**src/rtl/axis_spi_reg_seq.sv**
```systemverilog
// axis_spi_reg_seq: register-access sequencer in front of a byte-wide AXI-Stream
// SPI master. One command becomes a 3-byte frame {rw/addr_hi, addr_lo, data} on
// the Tx stream; the 3 echoed Rx bytes are collected and one response
// (read data or write ack, plus timeout error) is returned per command.
module axis_spi_reg_seq #(
    parameter int TIMEOUT_CYCLES = 4096,
    parameter bit READ_FLAG      = 1'b1
) (
    input  logic        aclk,
    input  logic        aresetn,
    input  logic        cmd_valid,
    output logic        cmd_ready,
    input  logic        cmd_rw,
    input  logic [14:0] cmd_addr,
    input  logic [7:0]  cmd_wdata,
    output logic        rsp_valid,
    input  logic        rsp_ready,
    output logic [7:0]  rsp_rdata,
    output logic        rsp_err,
    output logic [7:0]  m_axis_tdata,
    output logic        m_axis_tvalid,
    input  logic        m_axis_tready,
    input  logic [7:0]  s_axis_tdata,
    input  logic        s_axis_tvalid,
    output logic        s_axis_tready,
    output logic        busy
);
    localparam int              TO_W    = $clog2(TIMEOUT_CYCLES);
    localparam logic [TO_W-1:0] TO_LAST = TO_W'(TIMEOUT_CYCLES - 1);

    typedef enum logic [1:0] {S_IDLE, S_XFER, S_RSP} state_t;

    state_t          state_q, state_d;
    logic [23:0]     frame_q, frame_d;      // byte0 in [23:16], byte2 in [7:0]
    logic            rw_q, rw_d;
    logic [1:0]      tx_cnt_q, tx_cnt_d;
    logic [1:0]      rx_cnt_q, rx_cnt_d;
    logic [TO_W-1:0] to_cnt_q, to_cnt_d;
    logic            cmd_ready_q, cmd_ready_d;
    logic            rsp_valid_q, rsp_valid_d;
    logic [7:0]      rsp_rdata_q, rsp_rdata_d;
    logic            rsp_err_q, rsp_err_d;
    logic [7:0]      m_axis_tdata_q, m_axis_tdata_d;
    logic            m_axis_tvalid_q, m_axis_tvalid_d;
    logic            s_axis_tready_q, s_axis_tready_d;
    logic            busy_q, busy_d;
    logic            tx_hs, rx_hs;

    // Handshakes are judged on registered ready/valid, so no input reaches an output combinationally
    assign tx_hs = m_axis_tvalid_q & m_axis_tready;
    assign rx_hs = s_axis_tvalid & s_axis_tready_q;

    // Next-state and next-output logic for the IDLE -> XFER -> RSP sequence
    always_comb begin
        state_d         = state_q;
        frame_d         = frame_q;
        rw_d            = rw_q;
        tx_cnt_d        = tx_cnt_q;
        rx_cnt_d        = rx_cnt_q;
        to_cnt_d        = to_cnt_q;
        cmd_ready_d     = cmd_ready_q;
        rsp_valid_d     = rsp_valid_q;
        rsp_rdata_d     = rsp_rdata_q;
        rsp_err_d       = rsp_err_q;
        m_axis_tvalid_d = m_axis_tvalid_q;
        m_axis_tdata_d  = m_axis_tdata_q;
        s_axis_tready_d = 1'b1;             // Rx is always drained; stray bytes are dropped
        case (state_q)
            S_IDLE: begin
                cmd_ready_d = 1'b1;
                if (cmd_valid && cmd_ready_q) begin
                    frame_d         = {(cmd_rw ? READ_FLAG : ~READ_FLAG), cmd_addr,
                                       (cmd_rw ? 8'h00 : cmd_wdata)};
                    rw_d            = cmd_rw;
                    tx_cnt_d        = 2'd0;
                    rx_cnt_d        = 2'd0;
                    to_cnt_d        = '0;
                    cmd_ready_d     = 1'b0;
                    m_axis_tvalid_d = 1'b1;
                    state_d         = S_XFER;
                end
            end
            S_XFER: begin
                if (tx_hs) tx_cnt_d = tx_cnt_q + 2'd1;
                if (rx_hs) rx_cnt_d = rx_cnt_q + 2'd1;
                to_cnt_d        = (tx_hs || rx_hs) ? '0 : to_cnt_q + TO_W'(1);
                // tvalid stays up until all three bytes are taken so SS stays low
                m_axis_tvalid_d = (tx_cnt_d != 2'd3);
                if (rx_hs && rx_cnt_q == 2'd2) begin
                    // third echoed byte carries the register contents on a read
                    rsp_rdata_d     = rw_q ? s_axis_tdata : 8'h00;
                    rsp_err_d       = 1'b0;
                    rsp_valid_d     = 1'b1;
                    m_axis_tvalid_d = 1'b0;
                    state_d         = S_RSP;
                end else if (!tx_hs && !rx_hs && to_cnt_q == TO_LAST) begin
                    rsp_rdata_d     = 8'h00;
                    rsp_err_d       = 1'b1;
                    rsp_valid_d     = 1'b1;
                    m_axis_tvalid_d = 1'b0;
                    state_d         = S_RSP;
                end
            end
            S_RSP: begin
                if (rsp_ready) begin
                    rsp_valid_d = 1'b0;
                    rsp_rdata_d = 8'h00;
                    rsp_err_d   = 1'b0;
                    cmd_ready_d = 1'b1;
                    state_d     = S_IDLE;
                end
            end
            default: state_d = S_IDLE;
        endcase
        // Present the byte selected by the updated Tx count; held while stalled
        if (m_axis_tvalid_d) begin
            case (tx_cnt_d)
                2'd0:    m_axis_tdata_d = frame_d[23:16];
                2'd1:    m_axis_tdata_d = frame_d[15:8];
                default: m_axis_tdata_d = frame_d[7:0];
            endcase
        end
        busy_d = (state_d != S_IDLE);
    end

    // State, counters and registered outputs
    always_ff @(posedge aclk) begin
        if (!aresetn) begin
            state_q         <= S_IDLE;
            frame_q         <= '0;
            rw_q            <= 1'b0;
            tx_cnt_q        <= '0;
            rx_cnt_q        <= '0;
            to_cnt_q        <= '0;
            cmd_ready_q     <= 1'b0;
            rsp_valid_q     <= 1'b0;
            rsp_rdata_q     <= '0;
            rsp_err_q       <= 1'b0;
            m_axis_tdata_q  <= '0;
            m_axis_tvalid_q <= 1'b0;
            s_axis_tready_q <= 1'b1;
            busy_q          <= 1'b0;
        end else begin
            state_q         <= state_d;
            frame_q         <= frame_d;
            rw_q            <= rw_d;
            tx_cnt_q        <= tx_cnt_d;
            rx_cnt_q        <= rx_cnt_d;
            to_cnt_q        <= to_cnt_d;
            cmd_ready_q     <= cmd_ready_d;
            rsp_valid_q     <= rsp_valid_d;
            rsp_rdata_q     <= rsp_rdata_d;
            rsp_err_q       <= rsp_err_d;
            m_axis_tdata_q  <= m_axis_tdata_d;
            m_axis_tvalid_q <= m_axis_tvalid_d;
            s_axis_tready_q <= s_axis_tready_d;
            busy_q          <= busy_d;
        end
    end

    assign cmd_ready     = cmd_ready_q;
    assign rsp_valid     = rsp_valid_q;
    assign rsp_rdata     = rsp_rdata_q;
    assign rsp_err       = rsp_err_q;
    assign m_axis_tdata  = m_axis_tdata_q;
    assign m_axis_tvalid = m_axis_tvalid_q;
    assign s_axis_tready = s_axis_tready_q;
    assign busy          = busy_q;
endmodule

```
**config.mk**
```make
export PLATFORM = sky130hd
export DESIGN_NAME = axis_spi_reg_seq
export DESIGN_NICKNAME = d
export VERILOG_FILES = /design/src/rtl/axis_spi_reg_seq.sv
export SDC_FILE = /design/constraint.sdc
export NUM_CORES = 1
export LEC_CHECK = 0
export ABC_AREA = 1
export CORE_MARGIN = 5
export CORE_UTILIZATION = 40
export DETAILED_ROUTE_END_ITERATION = 16
export GPL_TIMING_DRIVEN = 0
export HOLD_SLACK_MARGIN = 0.03
export PLACE_DENSITY_LB_ADDON = 0.1
export SYNTH_ARGS = -nofsm -noshare
export SYNTH_HDL_FRONTEND = slang
export SYNTH_SLANG_ARGS = --single-unit
```
**constraint.sdc**
```tcl
create_clock -name aclk -period 2.2 [get_ports aclk]
set_input_delay 0.44 -clock aclk [delete_from_list [all_inputs] [get_ports aclk]]
set_output_delay 0.44 -clock aclk [all_outputs]
set_load 0.005 [all_outputs]
```
* Word level (Yosys, flattened, before mapping)
Cells that the tools add are included.
** Cells by class
- Add/sub/neg operators :: 3
- Muxes and demuxes :: 38
- Reduce and logical (&&, ||, !) cells :: 18
- Bitwise logic cells :: 1
- Equality and inequality tests :: 10
** Operators with widths (count)
- $mux W24 :: 2
- $mux W8 :: 5
- $pmux W8 S2 :: 2
- $mux W12 :: 2
- $pmux W12 S2 :: 1
- $mux W2 :: 9
- $add A12 B1 Y12 const B :: 1
- $eq A12 B12 Y1 const B :: 1
- $mux W1 :: 10
- $ne A2 B2 Y1 const B :: 4
- $pmux W1 S2 :: 4
- $pmux W2 S2 :: 2
- $reduce_bool A2 Y1 :: 4
- $pmux W2 S3 :: 1
- $reduce_and A2 Y1 :: 3
- $reduce_and A3 Y1 :: 2
- $add A2 B1 Y2 const B :: 2
- $eq A2 B1 Y1 const B :: 2
- $eq A2 B2 Y1 const B :: 2
- $logic_and A1 B1 Y1 :: 4
- $logic_not A2 Y1 :: 2
- $ne A3 B3 Y1 const B :: 1
- $logic_not A1 Y1 :: 2
- $and A1 B1 Y1 :: 1
- $logic_or A1 B1 Y1 :: 1
** Word-level totals
- Output and inout bits :: 22
- Input bits :: 38
- Register bits :: 64

* Depth between registers and ports, before layout
- Depth in word-level cells :: 8
- Depth in mapped cells :: 12
- Mapped depth without buffers :: 12

* Worst setup path after synthesis
No wires, ideal clock.
- Path type :: register to register
- From :: register state_q[1]
- To :: register m_axis_tdata_q[7], in the netlist m_axis_tdata[7]
- Stages on the path, launching flop included :: 13
- Library setup time :: 117 ps
- Setup slack :: 608 ps
- Buffers on the path :: 2
- Required time :: 2083 ps
- Arrival :: 1475 ps
- Cells stage by stage :: dfxtp_1 > inv_1 > ha_1 > buf_2 > nand2_2 > nand2_4 > inv_2 > nand2_4 > buf_4 > nand4_1 > nand3_1 > nor2_1 > nor2_1
** On the way
- Cells in the longest elaborated chain, start to end :: 4
- Elaborated cells between the ends (all ways) :: 8
- Classes of those cells :: 2 x eq/ne; 4 x mux; 2 x reduce/logical
** Ends and longest elaborated chain
- from (decl) :: line 33 : state_t state_q, state_d;
- from (signal assigned) :: line 144 : state_q <= state_d;
- $eq A2 B1 Y1 / $logic_not A2 Y1 (equally long branches) :: line 68 : case (state_q)
- $pmux W2 S2 :: line 68
- $eq A2 B1 Y1 / $logic_not A2 Y1 (equally long branches) :: line 117 : case (tx_cnt_d)
- $pmux W8 S2 :: line 117
- to (signal assigned) :: line 154 : m_axis_tdata_q <= m_axis_tdata_d;
- to (decl) :: line 43 : logic [7:0] m_axis_tdata_q, m_axis_tdata_d;
Several ways; a longest one is shown, not always the timed one.
A chain may end at the register's enable or synchronous reset.

* Worst setup path after layout
- From :: register state_q[1]
- To :: register m_axis_tdata_q[0], in the netlist m_axis_tdata[0]
Same word-level chain as after synthesis.

==> tab_implementation.tex <==
\begin{tabular}{lr}
\hline
Metric & Value \\
\hline
\multicolumn{2}{l}{\textbf{Run status}} \\
Result of the run & completed \\
\multicolumn{2}{l}{\textbf{Routing}} \\
Via-to-Cell Ratio & roughly 4.8 \\
First-pass detailed-route iteration total & 4 \\
DRC viols & 0 \\
Final antenna-violating net count & 0 \\
Initial detailed-routing violation count & 80 \\
Final wirelength & 7630 µm \\
Average wire length per cell after detail routing & 12.3 µm \\
Number of vias in the routed layout & 2944 \\
\multicolumn{2}{l}{\textbf{Clock network}} \\
Root Buffer & sky130\_fd\_sc\_hd\_\_clkbuf\_8 \\
CTS sink count & 64 \\
Number of clock buffers inserted by TritonCTS & 9 \\
Number of cells upsized or downsized after cts & 0 \\
CTS tree & done \\
Hold bufs inserted after CTS & 0 \\
Clock slew seen by the registers of the worst setup and hold paths & 70 ps \\
Number of levels in the clock H-tree & 3 \\
Buffer depth of the longest clock path & 2 \\
Clock latency at the later pin of the worst-skew pair & 340 ps \\
Total setup buffers inserted after CTS & 0 \\
\multicolumn{2}{l}{\textbf{Setup path}} \\
Worst-path cell chain & inv\_1, ha\_1, nand3\_4, clkbuf\_1, o21ai\_0, nand4\_1, nand3\_1, nor2\_1, nor2\_1 \\
Top cell by count, worst path & sky130\_fd\_sc\_hd\_\_nor2\_1 \\
Arrival time worst endpoint & 2190 ps \\
Worst endpoint required time & 2430 ps \\
Startpoint type of the worst setup path & flop \\
Longest individual stage delay on the worst path & 400 ps \\
Slowest cell on the critical path & sky130\_fd\_sc\_hd\_\_dfxtp\_1 \\
Crit. End Element & flop \\
Kind of critical path & flop to flop \\
Peak fanout along the critical path & 10 \\
\multicolumn{2}{l}{\textbf{Hold path}} \\
Hold Path Class & flop to flop \\
\multicolumn{2}{l}{\textbf{Synthesis}} \\
Post-Syn Area per Cell & approximately 7 µm² \\
Register bit total from synthesis & 64 \\
Yosys synthesis warning count & 0 \\
Number of distinct library cell variants in the gate-level netlist after synthesis & 32 \\
Netlist area before placement & 3130 µm² \\
Number of cells produced by synthesis & $\sim$440 \\
Net count after synthesis & 488 \\
Sequential fraction of the synthesis area & approximately two fifths \\
\multicolumn{2}{l}{\textbf{Power and ir drop}} \\
Net switching power & 0.000744 W \\
Cell internal power dissipation & roughly 0.0019 W \\
Share of total power in sequential cells & 47.3\% \\
Power per cell area & 663 nW/µm² \\
Net switching share of the total power & 28.0\% \\
Clk pwr share & 34.2\% \\
Largest voltage drop on the vdd net & 0.367 mV \\
Static leakage power & 1.57 nW \\
Power share of the combinational group & between 10\% and 20\% \\
\multicolumn{2}{l}{\textbf{Global route}} \\
Remaining global-route overflow & 0 \\
Initial antenna violation count & 0 \\
Total global-route track usage & between 10\% and 20\% \\
Vias in the first global route & between 2000 and 3000 \\
Global-route wire length before repair & 12700 µm \\
Pin count of the biggest net entering global routing & 11 \\
\multicolumn{2}{l}{\textbf{Final layout}} \\
Commonest non-fill, non-tap cells in the layout & sky130\_fd\_sc\_hd\_\_inv\_1 (71), sky130\_fd\_sc\_hd\_\_nand2\_1 (66), sky130\_fd\_sc\_hd\_\_dfxtp\_1 (64) \\
Layout area overhead & 28.2\% \\
Total number of nets in the final design & 557 \\
Fraction of final layout cells with drive strength greater than 1 & 9.48\% \\
Number of fill cells & 807 \\
Most common cell after layout, fill and taps aside & sky130\_fd\_sc\_hd\_\_inv\_1 \\
Antenna cells & 0 \\
Storage element area & 1280 µm² \\
Multi-input logic area & roughly 1500 µm² \\
Final core utilization & 52.1\% \\
\multicolumn{2}{l}{\textbf{Die}} \\
Chip width & 98.4 µm \\
Boundary Pins & 60 \\
Core area & 7690 µm² \\
Number of rows in the core area & 32 \\
Overall die height & just under 100 µm \\
Initial core utilization & between 40\% and 50\% \\
Die Footprint & 9690 µm² \\
\multicolumn{2}{l}{\textbf{Timing}} \\
Clock period minus final worst setup slack & 1970 ps \\
FMAX & 509 MHz \\
Final hold violation count & 0 \\
Worst clock skew on the final layout & just over 6 ps \\
Min Hold Slack & about 460 ps \\
Period Utilization, post-route & about 89\% \\
Number of slew-limit violations in the final report & 0 \\
Setup violation total in the final timing report & 0 \\
Setup repair after global routing missed its margin & false \\
\multicolumn{2}{l}{\textbf{Place}} \\
Post-DP HPWL & just under 6000 µm \\
IO Port Bufs & 58 \\
Weighted congestion at the end of routability-driven global placement & slightly above 0.8 \\
\multicolumn{2}{l}{\textbf{Run}} \\
Max Cap Violations & 0 \\
\hline
\end{tabular}
==> sequential cells by signal (all words and copies together), names as in the netlist <==
signal and flops:
cmd_ready 1, rsp_err 1, busy 1, m_axis_tvalid 1, frame_q 24, rsp_valid 1, rsp_rdata 8, to_cnt_q 12
rw_q 1, m_axis_tdata 8, rx_cnt_q 2, state_q 2, tx_cnt_q 2
==> power groups by stage <==
stage	Sequential, W	Clock [W]	Combinational (W)
floorplan	0.00128	0	0.000271
global placement	0.00128	0	0.000489
detailed placement	0.00128	0	0.000495
CTS	0.00126	0.000939	0.000496
global route	0.00126	0.000986	0.000549
finish	0.00126	0.000909	0.000490
==> Yosys cell counts (all sizes together) <==
cell	instances	share of area, %
nand2	74	9.8
a31oi	3	0.60
nor4	1	0.20
o21a	1	0.24
nor2	64	8.5
nand3	29	5.4
inv	76	9.1
dfxtp	64	41
a211oi	4	0.96
nor3	4	1.0
conb	1	0.12
nand4	28	5.8
clkinv	2	0.28
o21ai	43	7.2
buf	11	2.4
a21oi	26	4.2
ha	6	2.4
clkbuf	7	0.84
==> area by class of cell <==
type                    count  area share, %
multi-input cells         284           36.2
clock buffers              12           3.87
flip-flops and latches     64           32.0
plain buffers              18           2.53
repair buffers             58           14.5
inverters                  78           7.33
clock inverters             3          0.437
well taps                 102           3.18
==> final timing paths <==
path	start	to	slack, ps	cells after the start
worst min register to register	rx_cnt_q[1]	rx_cnt_q[1]	460	2
worst min-delay path	rx_cnt_q[1]	rx_cnt_q[1]	460	2
worst max register to register	state_q[1]	m_axis_tdata[0]	230	9
worst max-delay path	state_q[1]	m_axis_tdata[0]	230	9
==> per-layer routing <==
layer	vias to the layer above	global-route usage, %	share of wire, %
li1	1566	-	-
met2	45	28.5	51
met1	1326	18.7	44
met4	0	5.25	1.1
met5	-	0	0
met3	7	4.18	3.1
==> critical path, delay by kind of cell (launching register included) <==
kind | cells | cell delay (ps)
fa+ha+maj | 1 | 230
buf+inv | 2 | 480
flops | 1 | 400
compound gates | 1 | 210
simple gates | 5 | 530
==> per-stage QoR <==
step | setup WS [ps] | TNS (ps) | std cells | instance area, µm² | total power (W)
2_1_floorplan | 608 | 0 | 444 | 3130 | 0.00155
3_3_place_gp | 16.2 | 0 | 604 | 3840 | 0.00177
3_5_place_dp | -4.73 | -4.73 | 604 | 3840 | 0.00178
4_1_cts | 228 | 0 | 619 | 4010 | 0.00269
5_1_grt | 26.7 | 0 | 619 | 4010 | 0.00280
6_report | 234 | 0 | 619 | 4010 | 0.00266
==> cell families after synthesis <==
group | Yosys count | synth area share (%)
buf+inv | 96 | 12.6
simple gates | 200 | 30.7
flops | 64 | 41.0
compound gates | 77 | 13.2
fa+ha+maj | 6 | 2.40
other cells | 1 | 0.120
No activity file was read; power rests on OpenSTA's default activity.
